==> config.mk <==
export PLATFORM = sky130hd
export DESIGN_NAME = lse_div_simd_flat
export DESIGN_NICKNAME = d
export VERILOG_FILES = /design/src/rtl/lse_simd_pkg.sv /design/src/rtl/lse_div_simd_if.sv /design/src/rtl/lse_sub_chunk.sv /design/src/rtl/lse_div_simd.sv /design/src/flat_wrapper.sv
export SDC_FILE = /design/constraint.sdc
export NUM_CORES = 1
export LEC_CHECK = 0
export ABC_AREA = 1
export ABC_CLOCK_PERIOD_IN_PS = 7230
export CORE_MARGIN = 2
export CORE_UTILIZATION = 55
export DETAILED_ROUTE_END_ITERATION = 12
export GPL_TIMING_DRIVEN = 0
export PLACE_DENSITY = 0.85
export SLEW_MARGIN = 40
export SYNTH_ARGS = -nofsm -noshare
export SYNTH_HDL_FRONTEND = slang
export SYNTH_SLANG_ARGS = --single-unit
==> constraint.sdc <==
create_clock -name clk -period 7.23 [get_ports clk]
set_clock_uncertainty 0.15 [all_clocks]
set_input_delay 1.446 -clock clk [delete_from_list [all_inputs] [get_ports clk]]
set_output_delay 1.446 -clock clk [all_outputs]
set_load 0.01 [all_outputs]
==> src/rtl/lse_simd_pkg.sv <==
// Shared SIMD lane definitions for the log-space adder and subtractor datapaths.
package lse_simd_pkg;

  localparam int unsigned NUM_CHUNKS = 4;

  typedef enum logic [1:0] {
    MODE_1X24 = 2'b00,
    MODE_2X12 = 2'b01,
    MODE_4X6  = 2'b10,
    MODE_RSVD = 2'b11
  } simd_mode_e;

  // Number of independent lanes for a given mode; reserved behaves as one full lane.
  function automatic logic [2:0] lane_count(simd_mode_e mode);
    case (mode)
      MODE_2X12: lane_count = 3'd2;
      MODE_4X6:  lane_count = 3'd4;
      default:   lane_count = 3'd1;
    endcase
  endfunction

  // Chunks that begin a lane; carries are cut (forced) at these boundaries.
  function automatic logic [3:0] lane_start_mask(simd_mode_e mode);
    case (mode)
      MODE_2X12: lane_start_mask = 4'b0101;
      MODE_4X6:  lane_start_mask = 4'b1111;
      default:   lane_start_mask = 4'b0001;
    endcase
  endfunction

endpackage

==> src/rtl/lse_div_simd_if.sv <==
// Valid/ready bus of the SIMD log-space subtractor: request and result channels.
interface lse_div_simd_if #(
  parameter int unsigned WIDTH = 24
);
  logic             in_valid;
  logic             in_ready;
  logic [WIDTH-1:0] in_a;
  logic [WIDTH-1:0] in_b;
  logic [1:0]       in_mode;
  logic             in_sat_en;
  logic             out_valid;
  logic             out_ready;
  logic [WIDTH-1:0] out_result;
  logic [3:0]       out_underflow;
  logic [1:0]       out_mode;
  logic             out_mode_err;

  modport slave (
    input  in_valid, in_a, in_b, in_mode, in_sat_en, out_ready,
    output in_ready, out_valid, out_result, out_underflow, out_mode, out_mode_err
  );

  modport master (
    output in_valid, in_a, in_b, in_mode, in_sat_en, out_ready,
    input  in_ready, out_valid, out_result, out_underflow, out_mode, out_mode_err
  );
endinterface

==> src/rtl/lse_sub_chunk.sv <==
// One chunk of the SIMD subtractor: a + ~b + cin with carry-out (carry-out = no borrow).
module lse_sub_chunk #(
  parameter int unsigned CW = 6
) (
  input  logic          cin,
  input  logic [CW-1:0] a,
  input  logic [CW-1:0] b,
  output logic [CW-1:0] diff,
  output logic          cout
);
  logic [CW:0] sum;

  assign sum  = {1'b0, a} + {1'b0, ~b} + {{CW{1'b0}}, cin};
  assign diff = sum[CW-1:0];
  assign cout = sum[CW];
endmodule

==> src/rtl/lse_div_simd.sv <==
// Two-stage SIMD log-space subtractor (linear-domain divide) with per-lane underflow and saturation.
module lse_div_simd
  import lse_simd_pkg::*;
#(
  parameter int unsigned WIDTH = 24
) (
  input  logic           clk,
  input  logic           rst,
  lse_div_simd_if.slave  bus
);
  localparam int unsigned CW = WIDTH / NUM_CHUNKS;

  logic             s1_valid;
  logic [WIDTH-1:0] s1_a;
  logic [WIDTH-1:0] s1_b;
  simd_mode_e       s1_mode;
  logic             s1_sat;

  logic             s1_adv;
  logic             s2_adv;

  simd_mode_e       eff_mode;
  logic [3:0]       start;
  logic [CW-1:0]    d0, d1, d2, d3;
  logic             cy0, cy1, cy2, cy3;
  logic [3:0]       lane_uf;
  logic [3:0]       chunk_zero;
  logic [WIDTH-1:0] diff_res;

  // Output stage frees when empty or drained; input stage frees when it can hand off.
  assign s2_adv      = !bus.out_valid || bus.out_ready;
  assign s1_adv      = !s1_valid || s2_adv;
  assign bus.in_ready = s1_adv;

  // Reserved mode computes as a single full-width lane.
  assign eff_mode = (s1_mode == MODE_RSVD) ? MODE_1X24 : s1_mode;
  assign start    = lane_start_mask(eff_mode);

  lse_sub_chunk #(.CW(CW)) u_chunk0 (
    .cin (1'b1),
    .a   (s1_a[CW-1:0]),
    .b   (s1_b[CW-1:0]),
    .diff(d0),
    .cout(cy0)
  );

  lse_sub_chunk #(.CW(CW)) u_chunk1 (
    .cin (start[1] | cy0),
    .a   (s1_a[2*CW-1:CW]),
    .b   (s1_b[2*CW-1:CW]),
    .diff(d1),
    .cout(cy1)
  );

  lse_sub_chunk #(.CW(CW)) u_chunk2 (
    .cin (start[2] | cy1),
    .a   (s1_a[3*CW-1:2*CW]),
    .b   (s1_b[3*CW-1:2*CW]),
    .diff(d2),
    .cout(cy2)
  );

  lse_sub_chunk #(.CW(CW)) u_chunk3 (
    .cin (start[3] | cy2),
    .a   (s1_a[4*CW-1:3*CW]),
    .b   (s1_b[4*CW-1:3*CW]),
    .diff(d3),
    .cout(cy3)
  );

  // Lane borrow is the missing carry out of each lane's top chunk; zero masks follow lane spans.
  always_comb begin
    lane_uf    = 4'b0000;
    chunk_zero = 4'b0000;
    case (eff_mode)
      MODE_2X12: begin
        lane_uf    = {2'b00, ~cy3, ~cy1};
        chunk_zero = {{2{~cy3}}, {2{~cy1}}};
      end
      MODE_4X6: begin
        lane_uf    = ~{cy3, cy2, cy1, cy0};
        chunk_zero = ~{cy3, cy2, cy1, cy0};
      end
      default: begin
        lane_uf    = {3'b000, ~cy3};
        chunk_zero = {4{~cy3}};
      end
    endcase
    if (!s1_sat) begin
      chunk_zero = 4'b0000;
    end
  end

  assign diff_res = {chunk_zero[3] ? {CW{1'b0}} : d3,
                     chunk_zero[2] ? {CW{1'b0}} : d2,
                     chunk_zero[1] ? {CW{1'b0}} : d1,
                     chunk_zero[0] ? {CW{1'b0}} : d0};

  // S1 captures operands; S2 registers the finished result and flags.
  always_ff @(posedge clk) begin
    if (rst) begin
      s1_valid          <= 1'b0;
      s1_a              <= '0;
      s1_b              <= '0;
      s1_mode           <= MODE_1X24;
      s1_sat            <= 1'b0;
      bus.out_valid     <= 1'b0;
      bus.out_result    <= '0;
      bus.out_underflow <= 4'b0000;
      bus.out_mode      <= 2'b00;
      bus.out_mode_err  <= 1'b0;
    end else begin
      if (s1_adv) begin
        s1_valid <= bus.in_valid;
        if (bus.in_valid) begin
          s1_a    <= bus.in_a;
          s1_b    <= bus.in_b;
          s1_mode <= simd_mode_e'(bus.in_mode);
          s1_sat  <= bus.in_sat_en;
        end
      end
      if (s2_adv) begin
        bus.out_valid <= s1_valid;
        if (s1_valid) begin
          bus.out_result    <= diff_res;
          bus.out_underflow <= lane_uf;
          bus.out_mode      <= s1_mode;
          bus.out_mode_err  <= (s1_mode == MODE_RSVD);
        end
      end
    end
  end

endmodule

==> src/flat_wrapper.sv <==
// flat-port wrapper written by rule: the top's interface ports become plain ports
module lse_div_simd_flat import lse_simd_pkg::*;
#(
  parameter int unsigned WIDTH = 24
)
  (clk, rst, bus_in_valid, bus_in_a, bus_in_b, bus_in_mode, bus_in_sat_en, bus_out_ready, bus_in_ready, bus_out_valid, bus_out_result, bus_out_underflow, bus_out_mode, bus_out_mode_err);
  lse_div_simd_if #(.WIDTH(WIDTH)) bus_i ();
  input  logic clk;
  input  logic rst;
  input wire logic [$bits(bus_i.in_valid)-1:0] bus_in_valid;
  input wire logic [$bits(bus_i.in_a)-1:0] bus_in_a;
  input wire logic [$bits(bus_i.in_b)-1:0] bus_in_b;
  input wire logic [$bits(bus_i.in_mode)-1:0] bus_in_mode;
  input wire logic [$bits(bus_i.in_sat_en)-1:0] bus_in_sat_en;
  input wire logic [$bits(bus_i.out_ready)-1:0] bus_out_ready;
  output wire logic [$bits(bus_i.in_ready)-1:0] bus_in_ready;
  output wire logic [$bits(bus_i.out_valid)-1:0] bus_out_valid;
  output wire logic [$bits(bus_i.out_result)-1:0] bus_out_result;
  output wire logic [$bits(bus_i.out_underflow)-1:0] bus_out_underflow;
  output wire logic [$bits(bus_i.out_mode)-1:0] bus_out_mode;
  output wire logic [$bits(bus_i.out_mode_err)-1:0] bus_out_mode_err;
  assign bus_i.in_valid = bus_in_valid;
  assign bus_i.in_a = bus_in_a;
  assign bus_i.in_b = bus_in_b;
  assign bus_i.in_mode = bus_in_mode;
  assign bus_i.in_sat_en = bus_in_sat_en;
  assign bus_i.out_ready = bus_out_ready;
  assign bus_in_ready = bus_i.in_ready;
  assign bus_out_valid = bus_i.out_valid;
  assign bus_out_result = bus_i.out_result;
  assign bus_out_underflow = bus_i.out_underflow;
  assign bus_out_mode = bus_i.out_mode;
  assign bus_out_mode_err = bus_i.out_mode_err;
  lse_div_simd #(.WIDTH(WIDTH)) u_core (.clk(clk), .rst(rst), .bus(bus_i));
endmodule
==> metrics.md <==
| Metric | Value |
|---|---|
| Final worst path period share | `76.25%` |
| Routed via count | `4155` |
| Mean post-synth cell area | `7.223 µm²` |
| Post-synthesis cell count | `576` |
| Clock latency on the worst-skew pair | `0.35 ns` |
| Starting DRT DRC Count | `295` |
| Most common library cell in the layout ignoring fill and taps | `nand2_1` |
| Die footprint | `0.008276 mm²` |
| Slowest stage cell, crit path | `fa_1` |
| Resized Gates After CTS | `0` |
| Hold Fails Final Rpt | `0` |
| Initial antenna violation count | `0` |
| Max rail drop VDD | `0.0001228 V` |
| Antenna-violating nets left | `0` |
| Setup repair bufs after CTS | `0` |
| Vias in the first global route | `between 3000 and 4000` |
| Ratio of cells with drive above 1 in the final layout | `under 10%` |
| Switching power share of the total | `a little under a third` |
| Die span in x | `90.97 µm` |
| Final setup violation count | `0` |
| Post-Synthesis Cell Area | `between 0.004 and 0.005 mm²` |
| Post-detailed-route via-to-cell ratio | `~5.3` |
| Synthesized netlist net count | `approximately 660` |
| Post-layout net count | `760` |
| Power per standard cell area | `between 200 and 250 mW/mm²` |
| Synth top area cells | `dfxtp_1, nand2_1, nor2_1` |
| Count of buffers from port buffering | `87` |
| Slowest stage delay, CP | `0.47 ns` |
| Power Total | `1176 µW` |
| Drt total wl | `10890 µm` |
| Minimum clock period after layout | `about 5.5 ns` |
| Final Slew Violations | `0` |
| Cell row count | `31` |
| Crit path required time | `7.31 ns` |
| Yosys synthesis warning count | `0` |
| Sequential cell fraction of total power | `44.1%` |
| Fill count | `568` |
| Count of distinct cell types in the synthesized netlist | `23` |
| Core region area | `0.007292 mm²` |
| Number of placed instances, taps included | `762` |
| Worst-Margin Slew | `0.6323 ns` |
| Routability Congestion | `a little under 0.9` |
| Synthesis-stage register bit count | `84` |
| Leakage power of the design | `0.002348 µW` |
| Cell Count, Final, Fillers Out | `778` |
| Detailed-routing iteration count for the pre-antenna-repair pass | `5` |
| Pint | `818.3 µW` |
| Clock-pin slew on the worst setup and hold paths | `0.08 ns` |
| # hold bufs at CTS | `0` |
| Diodes inserted | `0` |
| Setup TNS | `0 ns` |
| Cell taking the most area after synthesis | `dfxtp_1` |
| Element type at the critical path end | `flop` |
| Post-synth top area share | `between 40% and 50%` |
| Clock root buffer | `clkbuf_8` |
| Headroom to the max-slew limit | `between 50 and 60%` |
| HPWL after detailed placement | `8137 µm` |
| Maximum buffer depth of the clock tree | `2` |
| Type of element launching the critical path | `flop` |
| Most frequent cells in the layout | `nand2_1, nor2_1, clkdlybuf4s50_1` |
| Count of max-cap constraint violations | `0` |
| Initial core utilization | `57.05%` |
| Synth-to-layout area growth | `28.81%` |
| CTS buffer count | `9` |
| Net switching component of the power | `357.3 µW` |
| Run status | `complete, no violations` |
| Number of clock sinks seen by CTS | `between 80 and 90` |
| All-layer global routing usage | `26.17%` |
| Remaining global-route overflow | `0` |
| Critical Path, Cell by Cell | `inv_1 > ha_1 > inv_1 > fa_1 > nand2_1 > nand4_1 > fa_1 > fa_1 > nand2_1 > nand4_1 > fa_1 > fa_1 > nand3_1 > nand4_1 > fa_1 > fa_1 > inv_1 > nor3_1 > nor2_1 > o311ai_2 > nand2_1 > a21oi_1` |
| Arrival @ worst endpoint | `between 5 and 6 ns` |
| Part of the total power dissipated in combinational logic | `26.7%` |
| Crit path buffers/inverters | `3` |
| CP Class | `reg -> reg` |
| Largest net degree at the start of global routing | `14` |
| Largest fanout on the critical path | `6` |
| Wire length of the first global-routing pass | `17410 µm` |
| Sequential-to-total area share from yosys stat | `40.42%` |
| Family of cells with the greatest summed delay on the critical path | `adder cells` |
| TritonCTS clock tree | `yes` |
| Most common cell type on the critical path | `fa_1` |
| Class of the tightest hold or removal check | `reg -> reg` |
| Proportion of power drawn by the clock network | `29.2%` |
| CTS H-Tree Depth | `3` |
| Die span in y | `90.97 µm` |
| Achievable clock frequency | `181.4 MHz` |
| Number of remaining DRC errors | `0` |
| RSZ-0062 raised after global routing | `no` |
| Average wire per cell in the routed design | `approximately 14 µm` |
| I/O pin count | `88` |
==> flip-flops by register name (all words and copies together), names as in the netlist <==
name                      count
u_core.bus.out_mode_err       1
u_core.bus.out_underflow      4
u_core.bus.out_mode           2
u_core.bus.out_valid          1
u_core.s1_mode                2
u_core.s1_b                  24
u_core.bus.out_result        24
u_core.s1_sat                 1
u_core.s1_a                  24
u_core.s1_valid               1
==> worst reg2reg max path, delay by kind of cell (launching register included) <==
kind            cells  cell delay, ns
flops               1            0.31
fa+ha+maj           8            3.31
simple gates        9            1.11
buf+inv             3            0.23
compound gates      2            0.29
==> synth_stat cells, drive strengths merged <==
library cell,number
nand2,111
nor2,90
dfxtp,84
inv,69
a21oi,66
o21ai,65
ha,24
clkbuf,14
buf,9
nand4,9
fa,7
nor3,7
a31oi,6
xnor2,6
nand3,5
xor2,2
o311ai,1
or2,1
==> stage by stage <==
stage	setup slack, ns	area, µm²	utilization [%]	hold WS (ns)
2_1_floorplan	2.354	4160	-	0.2831
3_3_place_gp	1.862	5155	70.69	0.2981
3_5_place_dp	1.803	5155	70.69	0.3040
4_1_cts	1.756	5359	73.49	0.3178
5_1_grt	1.375	5359	73.49	0.3321
6_report	1.717	5359	73.49	0.3127
==> area by class of cell <==
cell class	count	area (µm²)	area share (%)
repair buffers	87	870.8	16.25
plain buffers	23	98.84	1.845
well taps	99	123.9	2.311
multi-input cells	400	2121	39.57
clock inverters	3	45.04	0.8405
flip-flops and latches	84	1682	31.38
clock buffers	13	158.9	2.965
inverters	69	259.0	4.833
==> logic make-up (layout without fill, tap and decap cells) <==
logic type	count (synthesis)	in the layout	share of synthesized area [%]
AND/OR/NAND/NOR	223	223	21.65
adder cells (fa/ha/maj)	31	31	10.59
AO/OA/AOI/OAI	138	138	17.05
flip-flops	84	84	40.42
buffers and inverters	92	195	8.601
XOR/XNOR	8	8	1.684
==> path summary, 6_finish.rpt <==
| check | from | end | slack, ns | depth (start not counted) |
|---|---|---|---|---|
| worst min-delay path | u_core.s1_b[20] | u_core.s1_b[20] | 0.31 | 2 |
| worst max-delay path | u_core.s1_a[0] | u_core.bus.out_result[21] | 1.72 | 22 |
| worst max register to register | u_core.s1_a[0] | u_core.bus.out_result[21] | 1.72 | 22 |
| worst min register to register | u_core.s1_b[20] | u_core.s1_b[20] | 0.31 | 2 |
==> power by group through the flow <==
| stage | clock (µW) | sequential [µW] | combinational (µW) |
|---|---|---|---|
| floorplan | 0 | 532 | 195 |
| global placement | 0 | 527 | 300 |
| detailed placement | 0 | 528 | 310 |
| CTS | 344 | 518 | 314 |
| global route | 364 | 522 | 353 |
| finish | 343 | 518 | 314 |
==> routing by layer <==
| layer | vias to the layer above | share of wire (%) | GRT usage [%] |
|---|---|---|---|
| met5 | - | 0 | 0 |
| met4 | 0 | 2.7 | 11.99 |
| met3 | 28 | 8.6 | 4.564 |
| met2 | 180 | 49 | 45.86 |
| met1 | 1903 | 40 | 31.13 |
| li1 | 2044 | - | - |
No activity file was read; power rests on OpenSTA's default activity.
